<file path="config.mk">
export PLATFORM = sky130hd
export DESIGN_NAME = pipelined_cache_control_flat
export DESIGN_NICKNAME = d
export VERILOG_FILES = /design/src/rtl/pipelined_cache_control_if.sv /design/src/rtl/pipelined_cache_control.sv /design/src/flat_wrapper.sv
export SDC_FILE = /design/constraint.sdc
export NUM_CORES = 1
export LEC_CHECK = 0
export BUFFER_PORTS_ARGS = -buffer_cell sky130_fd_sc_hd__buf_4
export CORE_MARGIN = 10
export CORE_UTILIZATION = 40
export CTS_BUF_LIST = sky130_fd_sc_hd__clkbuf_8
export CTS_CLUSTER_DIAMETER = 80
export DETAILED_ROUTE_END_ITERATION = 10
export PLACE_DENSITY_LB_ADDON = 0.25
export SETUP_SLACK_MARGIN = 0.15
export SLEW_MARGIN = 20
export SYNTH_ARGS = -nofsm -noshare
export SYNTH_HDL_FRONTEND = slang
export SYNTH_SLANG_ARGS = --single-unit
</file>
<file path="constraint.sdc">
create_clock -name clk -period 5.8 [get_ports clk]
set_input_delay 0.29 -clock clk [delete_from_list [all_inputs] [get_ports clk]]
set_output_delay 0.29 -clock clk [all_outputs]
set_load 0.05 [all_outputs]
</file>
<file path="src/rtl/pipelined_cache_control_if.sv">
// rtl/pipelined_cache_control_if.sv - CPU/array/physical-memory signal bundle of the cache controller
interface pipelined_cache_control_if #(
    parameter int CNT_W = 32
);
    logic             cpu_read;
    logic             cpu_write;
    logic             s2_hit;
    logic             s2_hit1;
    logic             s2_dirty;
    logic             s2_lru;
    logic             s2_write;
    logic             pmem_resp;
    logic             load_regs;
    logic             addr_sel;
    logic             mem_resp;
    logic             data_we;
    logic             data_fill;
    logic             tag_we;
    logic             dirty_set;
    logic             dirty_clr;
    logic             lru_we;
    logic             lru_val;
    logic             way_sel;
    logic             pmem_read;
    logic             pmem_write;
    logic             pmem_addr_sel;
    logic [CNT_W-1:0] hit_count;
    logic [CNT_W-1:0] miss_count;

    modport master (
        input  cpu_read, cpu_write, s2_hit, s2_hit1, s2_dirty, s2_lru, s2_write, pmem_resp,
        output load_regs, addr_sel, mem_resp, data_we, data_fill, tag_we, dirty_set, dirty_clr,
               lru_we, lru_val, way_sel, pmem_read, pmem_write, pmem_addr_sel, hit_count, miss_count
    );

    modport slave (
        output cpu_read, cpu_write, s2_hit, s2_hit1, s2_dirty, s2_lru, s2_write, pmem_resp,
        input  load_regs, addr_sel, mem_resp, data_we, data_fill, tag_we, dirty_set, dirty_clr,
               lru_we, lru_val, way_sel, pmem_read, pmem_write, pmem_addr_sel, hit_count, miss_count
    );
endinterface

</file>
<file path="src/rtl/pipelined_cache_control.sv">
// rtl/pipelined_cache_control.sv - stall/miss sequencing controller of the two-stage pipelined cache
module pipelined_cache_control #(
    parameter int CNT_W = 32
) (
    input  logic                      clk,
    input  logic                      rst,
    pipelined_cache_control_if.master bus
);
    typedef enum logic [1:0] {
        NORMAL    = 2'd0,
        WRITEBACK = 2'd1,
        FETCH     = 2'd2,
        REPLAY    = 2'd3
    } state_t;

    state_t           state_q;
    state_t           state_d;
    logic             s2_valid_q;
    logic [CNT_W-1:0] hit_q;
    logic [CNT_W-1:0] miss_q;

    logic load_regs;
    logic addr_sel;
    logic mem_resp;
    logic data_we;
    logic data_fill;
    logic tag_we;
    logic dirty_set;
    logic dirty_clr;
    logic lru_we;
    logic lru_val;
    logic way_sel;
    logic pmem_read;
    logic pmem_write;
    logic pmem_addr_sel;
    logic hit_evt;
    logic miss_evt;

    // Lookup outcome of a live stage-2 request while the pipeline is flowing.
    assign hit_evt  = !rst && (state_q == NORMAL) && s2_valid_q && bus.s2_hit;
    assign miss_evt = !rst && (state_q == NORMAL) && s2_valid_q && !bus.s2_hit;

    // Sequencer state register; reset abandons any memory transaction in flight.
    always_ff @(posedge clk) begin
        if (rst) begin
            state_q <= NORMAL;
        end else begin
            state_q <= state_d;
        end
    end

    // Stage-2 occupancy follows the stage register only when it advances in NORMAL;
    // REPLAY reloads the same request, so occupancy is kept as-is there.
    always_ff @(posedge clk) begin
        if (rst) begin
            s2_valid_q <= 1'b0;
        end else if ((state_q == NORMAL) && load_regs) begin
            s2_valid_q <= bus.cpu_read | bus.cpu_write;
        end
    end

    // Saturating hit/miss performance counters.
    always_ff @(posedge clk) begin
        if (rst) begin
            hit_q  <= '0;
            miss_q <= '0;
        end else begin
            if (hit_evt && (hit_q != {CNT_W{1'b1}})) begin
                hit_q <= hit_q + 1'b1;
            end
            if (miss_evt && (miss_q != {CNT_W{1'b1}})) begin
                miss_q <= miss_q + 1'b1;
            end
        end
    end

    // Next state and control strobes; everything idles to the reset pattern while rst is high.
    always_comb begin
        state_d       = state_q;
        load_regs     = 1'b0;
        addr_sel      = 1'b0;
        mem_resp      = 1'b0;
        data_we       = 1'b0;
        data_fill     = 1'b0;
        tag_we        = 1'b0;
        dirty_set     = 1'b0;
        dirty_clr     = 1'b0;
        lru_we        = 1'b0;
        lru_val       = 1'b0;
        way_sel       = 1'b0;
        pmem_read     = 1'b0;
        pmem_write    = 1'b0;
        pmem_addr_sel = 1'b0;
        if (rst) begin
            state_d   = NORMAL;
            load_regs = 1'b1;
        end else begin
            unique case (state_q)
                NORMAL: begin
                    if (!s2_valid_q) begin
                        load_regs = 1'b1;
                    end else if (bus.s2_hit) begin
                        load_regs = 1'b1;
                        mem_resp  = 1'b1;
                        lru_we    = 1'b1;
                        lru_val   = ~bus.s2_hit1;
                        way_sel   = bus.s2_hit1;
                        if (bus.s2_write) begin
                            data_we   = 1'b1;
                            dirty_set = 1'b1;
                        end
                    end else begin
                        addr_sel = 1'b1;
                        state_d  = bus.s2_dirty ? WRITEBACK : FETCH;
                    end
                end
                WRITEBACK: begin
                    addr_sel      = 1'b1;
                    way_sel       = bus.s2_lru;
                    pmem_write    = 1'b1;
                    pmem_addr_sel = 1'b1;
                    if (bus.pmem_resp) begin
                        state_d = FETCH;
                    end
                end
                FETCH: begin
                    addr_sel  = 1'b1;
                    way_sel   = bus.s2_lru;
                    pmem_read = 1'b1;
                    if (bus.pmem_resp) begin
                        data_we   = 1'b1;
                        data_fill = 1'b1;
                        tag_we    = 1'b1;
                        dirty_clr = 1'b1;
                        state_d   = REPLAY;
                    end
                end
                REPLAY: begin
                    load_regs = 1'b1;
                    addr_sel  = 1'b1;
                    state_d   = NORMAL;
                end
                default: begin
                    state_d = NORMAL;
                end
            endcase
        end
    end

    assign bus.load_regs     = load_regs;
    assign bus.addr_sel      = addr_sel;
    assign bus.mem_resp      = mem_resp;
    assign bus.data_we       = data_we;
    assign bus.data_fill     = data_fill;
    assign bus.tag_we        = tag_we;
    assign bus.dirty_set     = dirty_set;
    assign bus.dirty_clr     = dirty_clr;
    assign bus.lru_we        = lru_we;
    assign bus.lru_val       = lru_val;
    assign bus.way_sel       = way_sel;
    assign bus.pmem_read     = pmem_read;
    assign bus.pmem_write    = pmem_write;
    assign bus.pmem_addr_sel = pmem_addr_sel;
    assign bus.hit_count     = hit_q;
    assign bus.miss_count    = miss_q;
endmodule

</file>
<file path="src/flat_wrapper.sv">
// flat-port wrapper written by rule: the top's interface ports become plain ports
module pipelined_cache_control_flat 
#(
    parameter int CNT_W = 32
)
  (clk, rst, bus_cpu_read, bus_cpu_write, bus_s2_hit, bus_s2_hit1, bus_s2_dirty, bus_s2_lru, bus_s2_write, bus_pmem_resp, bus_load_regs, bus_addr_sel, bus_mem_resp, bus_data_we, bus_data_fill, bus_tag_we, bus_dirty_set, bus_dirty_clr, bus_lru_we, bus_lru_val, bus_way_sel, bus_pmem_read, bus_pmem_write, bus_pmem_addr_sel, bus_hit_count, bus_miss_count);
  pipelined_cache_control_if #(.CNT_W(CNT_W)) bus_i ();
  input  logic clk;
  input  logic rst;
  input wire logic [$bits(bus_i.cpu_read)-1:0] bus_cpu_read;
  input wire logic [$bits(bus_i.cpu_write)-1:0] bus_cpu_write;
  input wire logic [$bits(bus_i.s2_hit)-1:0] bus_s2_hit;
  input wire logic [$bits(bus_i.s2_hit1)-1:0] bus_s2_hit1;
  input wire logic [$bits(bus_i.s2_dirty)-1:0] bus_s2_dirty;
  input wire logic [$bits(bus_i.s2_lru)-1:0] bus_s2_lru;
  input wire logic [$bits(bus_i.s2_write)-1:0] bus_s2_write;
  input wire logic [$bits(bus_i.pmem_resp)-1:0] bus_pmem_resp;
  output wire logic [$bits(bus_i.load_regs)-1:0] bus_load_regs;
  output wire logic [$bits(bus_i.addr_sel)-1:0] bus_addr_sel;
  output wire logic [$bits(bus_i.mem_resp)-1:0] bus_mem_resp;
  output wire logic [$bits(bus_i.data_we)-1:0] bus_data_we;
  output wire logic [$bits(bus_i.data_fill)-1:0] bus_data_fill;
  output wire logic [$bits(bus_i.tag_we)-1:0] bus_tag_we;
  output wire logic [$bits(bus_i.dirty_set)-1:0] bus_dirty_set;
  output wire logic [$bits(bus_i.dirty_clr)-1:0] bus_dirty_clr;
  output wire logic [$bits(bus_i.lru_we)-1:0] bus_lru_we;
  output wire logic [$bits(bus_i.lru_val)-1:0] bus_lru_val;
  output wire logic [$bits(bus_i.way_sel)-1:0] bus_way_sel;
  output wire logic [$bits(bus_i.pmem_read)-1:0] bus_pmem_read;
  output wire logic [$bits(bus_i.pmem_write)-1:0] bus_pmem_write;
  output wire logic [$bits(bus_i.pmem_addr_sel)-1:0] bus_pmem_addr_sel;
  output wire logic [$bits(bus_i.hit_count)-1:0] bus_hit_count;
  output wire logic [$bits(bus_i.miss_count)-1:0] bus_miss_count;
  assign bus_i.cpu_read = bus_cpu_read;
  assign bus_i.cpu_write = bus_cpu_write;
  assign bus_i.s2_hit = bus_s2_hit;
  assign bus_i.s2_hit1 = bus_s2_hit1;
  assign bus_i.s2_dirty = bus_s2_dirty;
  assign bus_i.s2_lru = bus_s2_lru;
  assign bus_i.s2_write = bus_s2_write;
  assign bus_i.pmem_resp = bus_pmem_resp;
  assign bus_load_regs = bus_i.load_regs;
  assign bus_addr_sel = bus_i.addr_sel;
  assign bus_mem_resp = bus_i.mem_resp;
  assign bus_data_we = bus_i.data_we;
  assign bus_data_fill = bus_i.data_fill;
  assign bus_tag_we = bus_i.tag_we;
  assign bus_dirty_set = bus_i.dirty_set;
  assign bus_dirty_clr = bus_i.dirty_clr;
  assign bus_lru_we = bus_i.lru_we;
  assign bus_lru_val = bus_i.lru_val;
  assign bus_way_sel = bus_i.way_sel;
  assign bus_pmem_read = bus_i.pmem_read;
  assign bus_pmem_write = bus_i.pmem_write;
  assign bus_pmem_addr_sel = bus_i.pmem_addr_sel;
  assign bus_hit_count = bus_i.hit_count;
  assign bus_miss_count = bus_i.miss_count;
  pipelined_cache_control #(.CNT_W(CNT_W)) u_core (.clk(clk), .rst(rst), .bus(bus_i));
endmodule
</file>
### Word level (Yosys, flattened, before mapping)

Cells that the tools add are included.

| storage, ports and cells | value |
|---|---|
| word-level logic and storage cells | 69 |
| latch bits | 0 |
| memory bits (read-only) | 0 |
| flip-flop bits (word level) | 67 |
| bits in writable memories | 0 |
| input port bits | 10 |
| memories kept | 0 |
| output and inout port bits | 78 |

| cells by class | value |
|---|---|
| $add $sub $neg | 2 |
| reduce and logical (&&, ||, !) cells | 13 |
| eq/ne operators | 9 |
| magnitude comparators | 0 |
| shift-type cells | 0 |
| bitwise gates (word level) | 2 |
| muxes and demuxes | 39 |
| div/mod/pow operators | 0 |
| $mul | 0 |

Operators by type and width:

| cell | number |
|---|---|
| $add 32x1->32 const B | 2 |
| $ne 32x32->1 const B | 2 |
| $mux 1 | 29 |
| $mux 2 | 5 |
| $pmux 1 s2 | 4 |
| $pmux 2 s4 | 1 |
| $logic_and 1x1->1 | 7 |
| $ne 2x2->1 const B | 3 |
| $eq 2x2->1 const B | 2 |
| $reduce_and 4->1 | 1 |
| $reduce_or 3->1 | 1 |
| $eq 2x1->1 const B | 1 |
| $logic_not 1->1 | 2 |
| $logic_not 2->1 | 1 |
| $ne 2x1->1 const B | 1 |
| $reduce_or 2->1 | 1 |
| $not 1->1 | 1 |
| $or 1x1->1 | 1 |

### Depth between registers and ports, before layout

Gate-level depths: netlist (run 1).

| depth | value |
|---|---|
| depth in word-level cells | 5 |
| depth in mapped cells | 9 |
| gate-level depth less buffers | 9 |

### Worst setup path after synthesis (run 1)

No wires, ideal clock.

| timing | value |
|---|---|
| kind | register -> output |
| from | reg u_core.state_q[0] |
| to | out bus_data_we |
| setup slack | 3.026 ns |
| path buffers | 0 |
| arrival time | 2.484 ns |
| stages on the path, launching flop included | 6 |
| required time | 5.510 ns |
| cell sequence | dfxtp_1 > inv_1 > ha_1 > nor2b_1 > and2_1 > o22a_1 |

| between the ends | value |
|---|---|
| word-level cells in the longest chain between the ends | 3 |
| elaborated cells on any way between the ends | 4 |
| classes of those cells | eq/ne (1); mux (2); reduce/logical (1) |

Ends and longest elaborated chain:

| what | RTL line | source |
|---|---|---|
| start: declaration | pipelined_cache_control.sv:16 | `state_t state_q;` |
| start signal: assignment | pipelined_cache_control.sv:48 | `state_q <= state_d;` |
| $eq 2x2->1 or $logic_not 2->1 (tied branches) | pipelined_cache_control.sv:98 | `unique case (state_q)` |
| $pmux 1 s2 * | pipelined_cache_control.sv:98 |  |
| $mux 1 * | pipelined_cache_control.sv:94 | `if (rst) begin` |
| end: declaration | flat_wrapper.sv:21 | `output wire logic [$bits(bus_i.data_we)-1:0] bus_data_we;` |

Every way passes the cells marked *; elsewhere a longest branch is shown, timed or not.

### Worst setup path after layout (run 1)

Same ends and word-level chain as after synthesis.

==> results.cfg, run 1 <==
[outcome]
outcome = complete, no violations

[cts]
clkLatencyLatePin_ps = 330
clk_path_buf_depth = 2
cts_resized = 0
clk_pin_slew_ps = 70
cts_root_buf = clkbuf_8
cts_tree = yes
h-tree-depth = 3
cts_sinks = 67
post_cts_buffers = 0
cts_buffers = 9
cts_hold_buf = 0

[route]
drt_first_pass_iters = 4
via_count = 3216
via_per_inst = 5.28
wl_per_cell_um = 14.7
wl_um = 8940
drc = 0
dr.first_iter.drc_count = 152
ant_nets = 0

[synth]
syn_nets = 436
synth_area_per_cell_sq_um = 8.21
yosys_warnings = 0
async_flop_share_pct = 0
syn_area_sq_um = 3440
ys.flop_type = dfxtp_1
synth_top_area_share_pct = 39.0
yosysTopAreaCell = dfxtp_1
syn_inst = 419
synth-edff-count = 0
ys_ff_latch = 67
yosysMostFrequentCell = nor2_1
synth_area_leaders = dfxtp_1 39%, xor2_1 12%, nor2_1 8.1%, nand3_1 5.5%, nand4_1 4.0%
ys_types = 46
yosysSeqAreaShare_pct = 39.0
synth.top_cells.by_count = 74 x nor2_1, 67 x dfxtp_1, 47 x xor2_1

[setup_path]
r2r_start = u_core.bus.hit_count[0]
crit_chain = inv_1, ha_1, nand4b_1, inv_1, and2_1, o22a_1, buf_4
cp-start-kind = flip-flop
crit_path_max_fanout = 10
r2r_end = u_core.bus.hit_count[26]
ff2ff_setup_slack_ps = 3210
critPathMaxStageDelay_ps = 430
crit_arrival_ps = 2440
cpLargestDelayFamily = buffers and inverters
cp.buffers_inverters = 3
critPathSlowestCell = nand4b_1
end_kind = primary output
cp.required_ps = 5510
path_common_cell = inv_1
r2r_cells = 7
critical_path_class = flip-flop to primary output

[sta]
period_needed_ps = 2730
fin_skew_ps = 9.27
slew_headroom_pct = 34.7
slew_viol_final = 0
hold_viol = 0
tns_ps = 0
setup_violations = 0
fmax_mhz = 367
rsz0062_at_grt = false
tightest_slew_ps = 975
fin_crit_sh_pct = 47.0

[pwr]
power.density_nw_per_um2 = 252
power_leakage_nw = 1.80
ir_drop_uv = 152

[floorplan]
dieWidth_um = 113
fp.dieArea_sq_um = 12700
die_h_um = 113
start_util_pct = 41.5
ioPinCount = 88
rows = 33
core_sq_um = 8300

[grt]
grt_pass1_vias = 3076
grt_use_total_pct = 14.0
grt_pass1_wl_um = 15200
antenna_found_initial = 0
grt-ovfl-total = 0
grt_max_degree = 78

[finish]
drive_gt1_share_pct = 21.8
fillers = 826
final-instance-count-excl-fill = 609
num_antenna_cells = 0
area_growth_pct = 25.8
fin_nets = 517

[min_path]
min_from = bus_s2_dirty
holdPathEnd = u_core.state_q[0]
holdCritPathClass = input port to flip-flop
hold_depth = 3

[placement]
dp_hpwl_um = 6530
port_buffers = 87
dp_cells = 594
globalplace.congestion = 0.805

[run]
max_cap_viol_count = 0
[cells in the final DEF (no fill, tap or decap), types with 12 or more instances in the layout]
cell type	n
a21oi_1	12
xor2_1	47
dfxtp_1	67
clkbuf_8	12
nand3_1	38
o21ai_0	16
nand4_1	22
inv_1	12
nor2_1	74
and3_1	15
nand2_1	19
buf_4	87
[through the flow]
step	setup WS [ps]	hold WS, ps	area, sq um	power [W]	utilization, %
after CTS	3060	316	4330	0.00111	52.2
final	3070	330	4330	0.00109	52.2
after floorplan	3030	494	3440	0.000689	-
after global placement	3190	486	4150	0.000751	50.0
after detailed placement	3160	516	4150	0.000756	50.0
after global routing	2850	321	4330	0.00115	52.2
[worst max path at each step]
| stage | depth (start not counted) | to | from |
|---|---|---|---|
| finish | 7 | bus_data_we | u_core.state_q[0] |
| global route | 7 | bus_data_we | u_core.state_q[0] |
| CTS | 7 | bus_data_we | u_core.state_q[0] |
| detailed placement | 6 | u_core.bus.hit_count[26] | rst |
| global placement | 6 | u_core.bus.hit_count[26] | rst |
| floorplan | 5 | bus_data_we | u_core.state_q[0] |
[sequential cells by signal (all words and copies together), names as in the netlist]
register and flops:
u_core.bus.hit_count 32, u_core.bus.miss_count 32, u_core.s2_valid_q 1, u_core.state_q 2
[routing by layer]
metal | GRT usage, % | routed length, um | vias up
li1 | - | - | 1636
met1 | 16.5 | 3870 | 1510
met2 | 23.5 | 4420 | 65
met3 | 5.49 | 594 | 5
met4 | 2.79 | 62 | 0
met5 | 0 | 0 | -
[power by group]
group,internal (W),switching (W)
logic,0.0000820,0.000177
registers,0.000472,0.0000142
clock network,0.000185,0.000163
total,0.000739,0.000354
[kinds of logic (layout without fill, tap and decap cells)]
kind of cell | after synthesis | count (layout) | share of synthesized area [%]
XOR/XNOR | 52 | 52 | 13.2
flip-flops | 67 | 67 | 39.0
adder cells (fa/ha/maj) | 7 | 7 | 2.54
buffers and inverters | 28 | 113 | 3.49
multiplexers | 4 | 4 | 1.20
AND/OR/NAND/NOR | 217 | 217 | 33.0
AO/OA/AOI/OAI | 44 | 44 | 7.52
[worst reg2reg max path: stages, from the launching register on]
cell	delay, ps
dfxtp_1	450
ha_1	210
nand3_1	170
nor4_1	390
nand3_1	390
o21ai_1	500
nor4_1	100
mux2_2	280
[layout make-up]
cell class	instances	area [sq um]	area share, %
inverter	11	41.3	0.953
clock inverter	3	13.8	0.318
sequential	67	1340	31.0
clock buffer	12	165	3.81
tap	105	131	3.03
multi-input combinational	324	1990	45.8
timing repair buffer	87	653	15.1
(Power assumes the default switching activity.)
==> inputs of run 2 (changes only) <==
--- a/config.mk
+++ b/config.mk
@@ -5,6 +5,7 @@
 export SDC_FILE = /design/constraint.sdc
 export NUM_CORES = 1
 export LEC_CHECK = 0
+export ABC_AREA = 1
 export BUFFER_PORTS_ARGS = -buffer_cell sky130_fd_sc_hd__buf_4
 export CORE_MARGIN = 10
 export CORE_UTILIZATION = 40
==> constraint.sdc (replaced) <==
create_clock -name clk -period 2.54 [get_ports clk]
set_input_delay 0.127 -clock clk [delete_from_list [all_inputs] [get_ports clk]]
set_output_delay 0.127 -clock clk [all_outputs]
set_load 0.05 [all_outputs]
==> results.cfg, run 2 <==
[outcome]
outcome = complete, no violations

[pwr]
power_leakage_nw = 2.13
ir_drop_uv = 674
power.density_nw_per_um2 = 558

[finish]
num_antenna_cells = 0
layout_commonest_cell = nand2_1
area_growth_pct = 20.7
layout_common_cells = 185 x nand2_1, 172 x nor2_1, 90 x buf_4
fin_nets = 804
drive_gt1_share_pct = 17.2

[synth]
synth.top_cells.by_count = 185 x nand2_1, 172 x nor2_1, 74 x nand3_1
synth-edff-count = 0
yosysTopAreaCell = dfxtp_1
yosys_warnings = 0
yosysSeqAreaShare_pct = 31.1
ys_ff_latch = 67
ys_types = 33
ys.flop_type = dfxtp_1
synth_area_leaders = dfxtp_1 31%, nand2_1 16%, nor2_1 15%, nand3_1 8.6%, a21oi_1 5.9%
synth_area_per_cell_sq_um = 6.08
syn_nets = 726
syn_inst = 709
async_flop_share_pct = 0
yosysMostFrequentCell = nand2_1
synth_top_area_share_pct = 31.1
syn_area_sq_um = 4310

[setup_path]
cp.required_ps = 2790
crit_path_max_fanout = 21
r2r_end = u_core.bus.miss_count[15]
critical_path_class = flip-flop to flip-flop
ff2ff_setup_slack_ps = 520
end_kind = flip-flop
crit_arrival_ps = 2270
r2r_start = u_core.bus.miss_count[0]
r2r_cells = 8
cp-start-kind = flip-flop

[run]
max_cap_viol_count = 0

[cts]
h-tree-depth = 3
cts_buffers = 9
clk_path_buf_depth = 2
post_cts_buffers = 0
clkLatencyLatePin_ps = 360
cts_sinks = 67
clk_pin_slew_ps = 80
cts_tree = yes
cts_root_buf = clkbuf_8

[route]
wl_um = 13300
wl_per_cell_um = 14.3
ant_nets = 0
dr.first_iter.drc_count = 364
drc = 0
via_per_inst = 5.15
via_count = 4782
drt_first_pass_iters = 5

[min_path]
holdPathEnd = u_core.bus.hit_count[0]
holdCritPathClass = input port to flip-flop
hold_depth = 2
min_from = rst

[sta]
setup_violations = 0
tns_ps = 0
fin_skew_ps = 6.51
slew_headroom_pct = 58.7
rsz0062_at_grt = false
tightest_slew_ps = 619
period_needed_ps = 2020
fmax_mhz = 495
whs_ps = 99.4
hold_viol = 0
slew_viol_final = 0
fin_crit_sh_pct = 79.5

[floorplan]
core_sq_um = 10400
fp.dieArea_sq_um = 15300
dieWidth_um = 124
rows = 37
die_h_um = 124
start_util_pct = 41.4
ioPinCount = 88

[grt]
grt_pass1_wl_um = 21400
grt_use_total_pct = 17.2
grt_max_degree = 59
antenna_found_initial = 0
grt-ovfl-total = 0
grt_pass1_vias = 4396

[placement]
port_buffers = 87
dp_hpwl_um = 10100
globalplace.congestion = 0.888
-- run 2: changes by cell type in the layout (fill, tap and decap cells not counted), moves of 9 or more --
cell     change
nand2_1    +166
nor2_1      +98
xor2_1      -44
inv_1       +42
a21oi_1     +39
nand3_1     +36
and3_1      -14
o21ai_0     -10
nor2_2       +9
-- run 2: worst max-delay path: stages (launching register included) --
cell,delay (ps)
dfxtp_1,400
ha_1,210
nand2_1,80
nor2_1,140
nand2_2,150
nor2_1,180
nand3_2,390
a21oi_1,300
nor2_1,70
-- run 2: area by class of cell --
type | count | area, sq um
sequential | 67 | 1340
clock buffer | 11 | 151
timing repair buffer | 90 | 676
fill | 1135 | 5210
multi-input combinational | 563 | 2580
clock inverter | 5 | 76.3
tap | 136 | 170
inverter | 56 | 211
-- run 2: cell families (layout without fill, tap and decap cells) --
| group | count (synthesis) | count (layout) | share of synthesized area [%] |
|---|---|---|---|
| and+or+nand+nor | 487 | 487 | 48.9 |
| buffers and inverters | 79 | 162 | 9.23 |
| DFF | 67 | 67 | 31.1 |
| AOI/OAI and AO/OA | 65 | 65 | 7.95 |
| adders and majority gates | 7 | 7 | 2.03 |
| xor gates and xnor gates | 4 | 4 | 0.812 |
-- run 2: how the worst max path moves through the flow --
stage | from | to | slack [ps] | cells after the start
after floorplan | u_core.state_q[0] | bus_data_we | 290 | 7
after global placement | u_core.bus.hit_count[0] | u_core.bus.hit_count[30] | 510 | 8
after detailed placement | u_core.bus.hit_count[0] | u_core.bus.hit_count[21] | 420 | 9
after CTS | u_core.bus.hit_count[0] | u_core.bus.hit_count[21] | 380 | 9
after global routing | u_core.bus.miss_count[0] | u_core.bus.miss_count[23] | 300 | 9
final | u_core.bus.miss_count[0] | u_core.bus.miss_count[15] | 520 | 8
-- run 2: power by group --
group          leakage [nW]  internal [W]  switching [W]
clock network         0.117      0.000601       0.000431
logic                  1.48      0.000226       0.000540
registers             0.540       0.00108      0.0000281
total                  2.13       0.00191       0.000999
-- run 2: per-stage QoR --
step           total power (W)  setup slack (ps)  utilization, %  cells  instance area, sq um
6_report               0.00291               521            50.0    928                  5210
5_1_grt                0.00304               299            50.0    928                  5210
4_1_cts                0.00293               381            49.9    928                  5200
3_5_place_dp           0.00190               425            47.7    912                  4970
3_3_place_gp           0.00189               513            47.7    912                  4970
2_1_floorplan          0.00171               288               -    709                  4310
-- run 2: routing by layer --
metal / track usage (%) / share of wire [%] / vias up / wire length (um)
li1: - / - / 2424 / -
met2: 28.5 / 47 / 126 / 6280
met1: 21.4 / 45 / 2217 / 6030
met4: 6.19 / 1.5 / 0 / 203
met3: 3.80 / 5.8 / 15 / 764
met5: 0 / 0 / - / 0
-- run 2: repair_timing --
item                       CTS  global route
hold endpoints to repair     0             0
hold buffers                 0             0
setup endpoints to repair    0             1
resized for setup            0             1
==> inputs of run 3 (changes only) <==
==> constraint.sdc (replaced) <==
create_clock -name clk -period 1.7 [get_ports clk]
set_input_delay 0.085 -clock clk [delete_from_list [all_inputs] [get_ports clk]]
set_output_delay 0.085 -clock clk [all_outputs]
set_load 0.05 [all_outputs]
==> results.cfg, run 3 (synthesized netlist as in run 2, its figures left out) <==
[outcome]
outcome = finished, violations left
violations = setup timing

[cts]
cts_root_buf = clkbuf_8
cts_buffers = 9
cts_tree = yes
clk_pin_slew_ps = 70
cts_sinks = 67
clk_path_buf_depth = 2
clkLatencyLatePin_ps = 370
h-tree-depth = 3

[finish]
fillers = 813
num_antenna_cells = 0
area_growth_pct = 68.2
layout_common_cells = 151 x nand2_1, 127 x buf_4, 122 x nor2_1
fin_nets = 890
drive_gt1_share_pct = 49.9
layout_commonest_cell = nand2_1
design_area_sq_um = 7260

[floorplan]
fp.dieArea_sq_um = 15300
dieWidth_um = 124
ioPinCount = 88
rows = 37
core_sq_um = 10400
start_util_pct = 41.4
die_h_um = 124

[setup_path]
r2r_end = u_core.bus.hit_count[17]
startpoint = u_core.state_q[1]
critical_path_class = flip-flop to primary output
critPathSlowestCell = dfxtp_2
crit_chain = inv_2, buf_4, buf_6, ha_4, a32oi_1, nor3_2, buf_4
crit_path_max_fanout = 5
r2r_cells = 12
crit_arrival_ps = 1660
ff2ff_setup_slack_ps = 50
end_kind = primary output
critPathMaxStageDelay_ps = 330
cp.buffers_inverters = 4
path_common_cell = buf_4
cp.required_ps = 1620
r2r_start = u_core.state_q[1]
cp-start-kind = flip-flop
cp_num_cells = 7
cpLargestDelayFamily = buffers and inverters

[route]
wl_um = 16700
dr.first_iter.drc_count = 490
ant_nets = 0
drc = 0
wl_per_cell_um = 16.5
via_per_inst = 5.35
via_count = 5420
drt_first_pass_iters = 5

[placement]
place_area_sq_um = 5440
port_buffers = 87
globalplace.congestion = 0.967
pre_cts_ws_ps = 55.8
dp_hpwl_um = 10300

[pwr]
ir_drop_uv = 1530
p_total_w = 0.00492
power.density_nw_per_um2 = 679
power_leakage_nw = 2.94

[sta]
slew_viol_final = 0
tightest_slew_ps = 657
slew_headroom_pct = 56.2
setup_ws_ps = -43.8
hold_viol = 0
fin_crit_sh_pct = 103
fmax_mhz = 573
fin_skew_ps = 20.1
period_needed_ps = 1740
setup_violations = 2
rsz0062_at_grt = true

[grt]
grt_use_total_pct = 19.0
antenna_found_initial = 0
grt_pass1_vias = 4819
grt_max_degree = 59
grt-ovfl-total = 0
grt_pass1_wl_um = 23700

[min_path]
holdCritPathClass = input port to flip-flop
min_from = bus_cpu_read
holdPathEnd = u_core.s2_valid_q
hold_depth = 4

[run]
max_cap_viol_count = 0
run 3: changes by cell type in the layout (fill, tap and decap cells not counted), sizes merged:
cell	change
buf	+78
bufinv	-1
clkbuf	+3
clkinv	+1
clkinvlp	+1
dlygate4sd3	+1
nand2	+3
run 3: what timing repair did:
action / CTS / global route
pin swaps: 19 / 73
buffers inserted: 20 / 30
hold endpoints to repair: 7 / 0
hold buffers: 1 / 0
cloned: 5 / 6
setup endpoints to repair: 56 / 80
gates resized for setup: 68 / 195
run 3: worst max-delay path by stage:
| stage | to |
|---|---|
| 6_report | bus_way_sel |
| 5_1_grt | bus_data_we |
| 4_1_cts | bus_data_we |
| 3_5_place_dp | u_core.bus.miss_count[2] |
| 3_3_place_gp | u_core.bus.hit_count[27] |
| 2_1_floorplan | bus_data_we |
run 3: routing by layer:
| metal | track usage [%] | vias up | wire (um) |
|---|---|---|---|
| li1 | - | 2618 | - |
| met1 | 24.5 | 2540 | 6750 |
| met2 | 29.8 | 240 | 8210 |
| met3 | 6.24 | 22 | 1550 |
| met4 | 5.31 | 0 | 235 |
| met5 | 0 | - | 0 |
run 3: worst min-delay path, delay by kind of cell:
kind,cells,cell delay [ps]
AO/OA/AOI/OAI,2,160
AND/OR/NAND/NOR,1,100
buffers and inverters,1,70
run 3: power breakdown:
group	internal (W)	leakage, nW	total (W)	switching [W]
sequential	0.00157	0.583	0.00161	0.0000413
clock	0.000705	0.0971	0.00137	0.000662
combinational	0.000816	2.26	0.00194	0.00113
run 3: cell type report:
cell class                      instances  area [sq um]  share of cell area (%)
Clock buffer                           10           138                    1.90
Clock inverter                          6          57.6                   0.793
Inverter                               56           224                    3.09
Multi-Input combinational cell        566          3520                    48.5
Sequential cell                        67          1500                    20.7
Tap cell                              136           170                    2.35
Timing Repair Buffer                  173          1650                    22.7
run 3: per-stage QoR:
| stage | setup TNS (ps) | hold slack [ps] | cells | util, % |
|---|---|---|---|---|
| after floorplan | -46.3 | 310 | 709 | - |
| after global placement | 0 | 353 | 936 | 52.2 |
| after detailed placement | 0 | 353 | 936 | 52.2 |
| after CTS | 0 | 81.0 | 978 | 58.9 |
| after global routing | -888 | 127 | 1014 | 69.7 |
| final | -86.8 | 109 | 1014 | 69.7 |
